--- config.mk ---
export PLATFORM = sky130hd
export DESIGN_NAME = muldiv_ctrl
export DESIGN_NICKNAME = d
export VERILOG_FILES = /design/src/rtl/muldiv_pkg.sv /design/src/rtl/muldiv_paso.sv /design/src/rtl/muldiv_ctrl.sv
export SDC_FILE = /design/constraint.sdc
export NUM_CORES = 1
export LEC_CHECK = 0
export BUFFER_PORTS_ARGS = -buffer_cell sky130_fd_sc_hd__buf_4
export CAP_MARGIN = 0
export CORE_MARGIN = 1.5
export CORE_UTILIZATION = 61
export DETAILED_ROUTE_END_ITERATION = 10
export GPL_ROUTABILITY_DRIVEN = 0
export HOLD_SLACK_MARGIN = 0.08
export PLACE_DENSITY = 0.82
export SYNTH_ARGS = -nofsm -noshare
export SYNTH_HDL_FRONTEND = slang
export SYNTH_SLANG_ARGS = --single-unit
--- constraint.sdc ---
create_clock -name clock -period 4.05 [get_ports clock]
set_clock_uncertainty 0.1 [all_clocks]
set_input_delay 0 -clock clock [delete_from_list [all_inputs] [get_ports clock]]
set_output_delay 0 -clock clock [all_outputs]
set_load 0.03 [all_outputs]
--- src/rtl/muldiv_pkg.sv ---
// rtl/muldiv_pkg.sv - shared encodings for the multiply/divide sequencer
package muldiv_pkg;

  localparam int DEFAULT_WIDTH = 32;

  localparam logic [1:0] OP_MULT  = 2'b00;
  localparam logic [1:0] OP_MULTU = 2'b01;
  localparam logic [1:0] OP_DIV   = 2'b10;
  localparam logic [1:0] OP_DIVU  = 2'b11;

  typedef enum logic [1:0] {
    ST_IDLE = 2'b00,
    ST_RUN  = 2'b01,
    ST_FIX  = 2'b10
  } state_t;

  // Bit 1 of the op selects divide; bit 0 clear means signed operands.
  function automatic logic op_is_div(input logic [1:0] op);
    return op[1];
  endfunction

  function automatic logic op_is_signed(input logic [1:0] op);
    return ~op[0];
  endfunction

endpackage

--- src/rtl/muldiv_paso.sv ---
// rtl/muldiv_paso.sv - one combinational shift-add / restoring-divide iteration
module muldiv_paso
  import muldiv_pkg::*;
#(
  parameter int WIDTH = DEFAULT_WIDTH
) (
  input  logic                 i_is_div,
  input  logic [2*WIDTH-1:0]   i_acc,
  input  logic [WIDTH-1:0]     i_oper,
  output logic [2*WIDTH-1:0]   o_acc
);

  // Multiply: upper half plus multiplicand when the multiplier LSB is set,
  // carry kept so the right shift does not lose it.
  logic [WIDTH:0] w_sum;
  // Divide: partial remainder shifted left with the next dividend bit.
  logic [WIDTH:0] w_part;
  // Low WIDTH bits of the trial subtract plus its borrow.
  logic [WIDTH:0] w_trial;
  logic           w_fits;

  assign w_sum   = {1'b0, i_acc[2*WIDTH-1:WIDTH]} + (i_acc[0] ? {1'b0, i_oper} : '0);
  assign w_part  = {i_acc[2*WIDTH-1:WIDTH], i_acc[WIDTH-1]};
  assign w_trial = {1'b0, w_part[WIDTH-1:0]} - {1'b0, i_oper};
  // The divisor fits if the shifted-out top bit is set or the low subtract has no borrow.
  assign w_fits  = w_part[WIDTH] | ~w_trial[WIDTH];

  // Select the next accumulator value for the current operation.
  always_comb begin
    o_acc = '0;
    if (!i_is_div) begin
      o_acc = {w_sum, i_acc[WIDTH-1:1]};
    end else if (w_fits) begin
      o_acc = {w_trial[WIDTH-1:0], i_acc[WIDTH-2:0], 1'b1};
    end else begin
      o_acc = {w_part[WIDTH-1:0], i_acc[WIDTH-2:0], 1'b0};
    end
  end

endmodule

--- src/rtl/muldiv_ctrl.sv ---
// rtl/muldiv_ctrl.sv - multi-cycle MULT/MULTU/DIV/DIVU sequencer with HI/LO
module muldiv_ctrl
  import muldiv_pkg::*;
#(
  parameter int WIDTH = DEFAULT_WIDTH
) (
  input  logic             clock,
  input  logic             reset_n,
  input  logic             start,
  input  logic [1:0]       op,
  input  logic [WIDTH-1:0] operando_1,
  input  logic [WIDTH-1:0] operando_2,
  input  logic             lee_hilo,
  input  logic             kill,
  output logic             busy,
  output logic             stall,
  output logic             done,
  output logic             div_cero,
  output logic [WIDTH-1:0] hi,
  output logic [WIDTH-1:0] lo
);

  localparam int CW = $clog2(WIDTH);

  state_t             r_state;
  logic [CW-1:0]      r_cnt;
  logic [2*WIDTH-1:0] r_acc;
  logic [WIDTH-1:0]   r_oper;
  logic               r_is_div;
  logic               r_neg_q;
  logic               r_neg_r;
  logic [WIDTH-1:0]   r_hi;
  logic [WIDTH-1:0]   r_lo;
  logic               r_done;
  logic               r_div_cero;

  logic               w_signed;
  logic [WIDTH-1:0]   w_abs_1;
  logic [WIDTH-1:0]   w_abs_2;
  logic [2*WIDTH-1:0] w_acc_next;
  logic [2*WIDTH-1:0] w_prod;
  logic [WIDTH-1:0]   w_quo;
  logic [WIDTH-1:0]   w_rem;
  logic               w_div_zero;

  assign w_signed = op_is_signed(op);
  assign w_abs_1  = (w_signed & operando_1[WIDTH-1]) ? -operando_1 : operando_1;
  assign w_abs_2  = (w_signed & operando_2[WIDTH-1]) ? -operando_2 : operando_2;

  muldiv_paso #(.WIDTH(WIDTH)) u_paso (
    .i_is_div (r_is_div),
    .i_acc    (r_acc),
    .i_oper   (r_oper),
    .o_acc    (w_acc_next)
  );

  // Sign fix-up of the magnitude result. With a zero divisor the quotient is
  // left as all ones, and negating the remainder (= |dividend|) restores the
  // dividend exactly as it was sampled.
  assign w_div_zero = (r_oper == '0);
  assign w_prod     = r_neg_q ? -r_acc : r_acc;
  assign w_quo      = (r_neg_q & ~w_div_zero) ? -r_acc[WIDTH-1:0] : r_acc[WIDTH-1:0];
  assign w_rem      = r_neg_r ? -r_acc[2*WIDTH-1:WIDTH] : r_acc[2*WIDTH-1:WIDTH];

  // Sequencer: latch operands, iterate WIDTH times, then correct signs and write HI/LO.
  always_ff @(posedge clock or negedge reset_n) begin
    if (!reset_n) begin
      r_state    <= ST_IDLE;
      r_cnt      <= '0;
      r_acc      <= '0;
      r_oper     <= '0;
      r_is_div   <= 1'b0;
      r_neg_q    <= 1'b0;
      r_neg_r    <= 1'b0;
      r_hi       <= '0;
      r_lo       <= '0;
      r_done     <= 1'b0;
      r_div_cero <= 1'b0;
    end else begin
      r_done     <= 1'b0;
      r_div_cero <= 1'b0;
      if (kill) begin
        r_state <= ST_IDLE;
      end else begin
        case (r_state)
          ST_IDLE: begin
            if (start) begin
              r_is_div <= op_is_div(op);
              r_neg_q  <= w_signed & (operando_1[WIDTH-1] ^ operando_2[WIDTH-1]);
              r_neg_r  <= w_signed & operando_1[WIDTH-1];
              r_acc    <= {{WIDTH{1'b0}}, (op_is_div(op) ? w_abs_1 : w_abs_2)};
              r_oper   <= op_is_div(op) ? w_abs_2 : w_abs_1;
              r_cnt    <= CW'(WIDTH - 1);
              r_state  <= ST_RUN;
            end
          end
          ST_RUN: begin
            r_acc <= w_acc_next;
            if (r_cnt == '0) begin
              r_state <= ST_FIX;
            end else begin
              r_cnt <= r_cnt - 1'b1;
            end
          end
          ST_FIX: begin
            r_state    <= ST_IDLE;
            r_done     <= 1'b1;
            r_div_cero <= r_is_div & w_div_zero;
            if (r_is_div) begin
              r_hi <= w_rem;
              r_lo <= w_quo;
            end else begin
              r_hi <= w_prod[2*WIDTH-1:WIDTH];
              r_lo <= w_prod[WIDTH-1:0];
            end
          end
          default: r_state <= ST_IDLE;
        endcase
      end
    end
  end

  assign busy     = (r_state != ST_IDLE);
  assign stall    = busy & (start | lee_hilo);
  assign done     = r_done;
  assign div_cero = r_div_cero;
  assign hi       = r_hi;
  assign lo       = r_lo;

endmodule

==> summary.md <==
| Metric | Value |
|---|---|
| Share of layout cells above drive strength 1 | `0.128` |
| Syn_area_per_cell | `8.01 um2` |
| Die area | `24600 um2` |
| Total congestion overflow | `0` |
| Worst Tran Pin Value | `1.01 ns` |
| Netlist cell types | `87` |
| Leading area contributor after synthesis | `dfrtp_1` |
| Post-route setup slack | `0.195 ns` |
| Initial Util | `0.618` |
| Post-CTS Setup Bufs | `0` |
| Flop pwr share | `0.254` |
| Critical-path maximum fanout | `9` |
| Vias/cell | `6.43` |
| Clock insertion delay at the later pin of the skew report | `0.44 ns` |
| Synth warnings | `0` |
| Total Wirelength | `46200 um` |
| Max IR drop VDD | `0.393 mV` |
| CTS H-Tree Depth | `4` |
| Largest cells by area after synthesis | `dfrtp_1, o21ai_0, ha_1` |
| Tightest Hold Check Type | `primary input to asynchronous set/reset pin` |
| Fmax | `259 MHz` |
| Total GRT Usage | `0.375` |
| Synthesized flop and latch total | `172` |
| Cell Pwr Density | `612 nW/um2` |
| Synthesized instance count | `1802` |
| First-pass GRT wire length | `72300 um` |
| Syn nets | `1945` |
| Area Overhead vs Synth | `18.3%` |
| Crit-path cells | `inv_1 -> ha_1 -> fa_1 -> nand2b_1 -> a21oi_1 -> buf_4 -> o211ai_1 -> a21oi_1 -> a41oi_1 -> a31oi_4 -> buf_4 -> nand2_1 -> o221a_2 -> nand3_1` |
| Asr flop ratio synth | `1.00` |
| Setup crit end kind | `register` |
| Antenna violations before repair | `0` |
| Max_cap viols | `0` |
| Dpl hpwl | `33300 um` |
| Most frequent cell after synthesis | `nand2_1` |
| Period utilisation layout | `0.952` |
| Chip height | `157 um` |
| WS Path Type | `register to register` |
| Top cells by count, synth | `nand2_1, o21ai_0, dfrtp_1, nor2_1, a21oi_1` |
| WL/cell | `20.1 um` |
| Post-Syn Area | `14400 um2` |
| Die extent in x | `157 um` |
| I/O Buffers | `138` |
| Initial DRC Count | `2073` |
| Slowest-stage cell, CP | `a31oi_4` |
| Post-synth EDFFs | `0` |
| Switching Share | `0.494` |
| Status | `finished, final reports clean` |
| Num CTS Buffers | `17` |
| Share of the synthesized area in the top cell type | `0.298` |
| Antenna Cells | `0` |
| Fin nets | `2111` |
| Top Ports | `139` |
| Post-route minimum period | `3.85 ns` |
| Routed Antenna Nets | `0` |
| Place WS | `0.331 ns` |
| Clock share of power | `0.160` |
| WP data required | `4.33 ns` |
| Crit path DAT | `4.13 ns` |
| Clock Sinks | `172` |
| NetSw | `5.16 mW` |
| Startpoint types | `register` |
| Comb power frac | `0.585` |
| Worst-path clk slew | `0.07 ns` |
| Post-synthesis sequential area ratio | `0.298` |
| RSZ-0062 raised after global routing | `no` |
| Core ar. | `23300 um2` |
| Vias post-DR | `14782` |
| Clock Tree Root | `clkbuf_16` |
| CTS tree | `yes` |
| Vias in the first global route | `13528` |
| Final hold vios | `0` |
| Largest net degree at the start of global routing | `106` |
| Int Power | `5.28 mW` |
| Setup TNS | `0 ns` |
| Rows | `56` |
| 1st-pass router iterations | `6` |
| Final setup viols | `0` |
| Lkg Pwr | `7.70 nW` |
| CTS Buffer Depth | `2` |
| Slew headroom | `0.330` |
| Main flop type after synthesis | `dfrtp_1` |
| Max Slew Vio Count | `0` |
| CP peak stage delay | `0.42 ns` |
| Drt drc | `0` |
## cell type report
type / count / area (um2)
Inverter: 59 / 221
Fill cell: 1730 / 6260
Clock buffer: 17 / 425
Timing Repair Buffer: 246 / 2050
Tap cell: 319 / 399
Sequential cell: 172 / 4310
Clock inverter: 15 / 190
Multi-Input combinational cell: 1472 / 9490
## per-stage QoR
step	cells	cell area, um2	utilization	hold slack, ns	power (mW)
after floorplan	1802	14400	-	-0.396	6.69
after global placement	2190	15700	0.672	0.0752	8.19
after detailed placement	2190	15700	0.672	0.0786	8.36
after CTS	2300	17100	0.732	0.0820	10.1
after global routing	2300	17100	0.732	0.131	11.0
final	2300	17100	0.732	0.114	10.4
## placed cells by master (no fill, tap or decap), drive strengths merged, types with 64 or more instances in the layout
master	Yosys	final
nand2	215	215
buf	20	168
inv	58	64
mux2i	76	76
nor2	175	175
xor2	87	87
o21ai	205	205
a21oi	152	152
ha	70	70
dlygate4sd3	1	78
dfrtp	172	172
xnor2	85	85
## worst max-delay path, delay by kind of cell (launching register included)
family / cells / cell delay, ns
adders and majority gates: 2 / 0.62
DFF: 1 / 0.41
AOI/OAI and AO/OA: 6 / 1.75
buffers and inverters: 3 / 0.50
and+or+nand+nor: 3 / 0.41
## state kept, by name, summed over array words and instances (netlist names), 2 cells and up
register	cells
r_oper	32
hi	32
r_state	2
lo	32
r_cnt	5
r_acc	64
## per-layer routing
layer	vias to the layer above	global-route usage	wire length (um)
met3	162	0.107	5770
li1	6767	-	-
met5	-	0	0
met4	0	0.155	2030
met1	6898	0.522	18800
met2	955	0.544	19600
## final timing paths
check | start | cells after the start | slack, ns | to
max in group asynchronous | reset_n | 3 | 2.64 | r_acc[22]
min reg2reg | hi[5] | 2 | 0.38 | hi[5]
min | reset_n | 2 | 0.11 | hi[15]
min in group clock | operando_2[31] | 5 | 0.12 | r_acc[31]
max | r_acc[31] | 14 | 0.20 | r_acc[62]
max reg2reg | r_acc[31] | 14 | 0.20 | r_acc[62]
## cells by family after synthesis
family | after synthesis | share of synthesized area
buf+inv | 158 | 0.0460
compound gates | 549 | 0.232
fa+ha+maj | 72 | 0.0635
simple gates | 587 | 0.191
xor+xnor | 172 | 0.104
mux | 92 | 0.0652
flops | 172 | 0.298
## repair_timing
action,4_1_cts,5_1_grt
endpoints found under the hold margin,167,0
gates resized for setup,0,0
hold buffers,78,0
## power by group through the flow
| stage | sequential, mW | clock [mW] | combinational, mW |
|---|---|---|---|
| global placement | 2.62 | 0 | 5.58 |
| floorplan | 2.41 | 0 | 4.28 |
| finish | 2.66 | 1.67 | 6.11 |
| CTS | 2.61 | 1.68 | 5.86 |
| global route | 2.68 | 1.74 | 6.59 |
| detailed placement | 2.64 | 0 | 5.72 |
No activity file was read; power rests on OpenSTA's default activity.
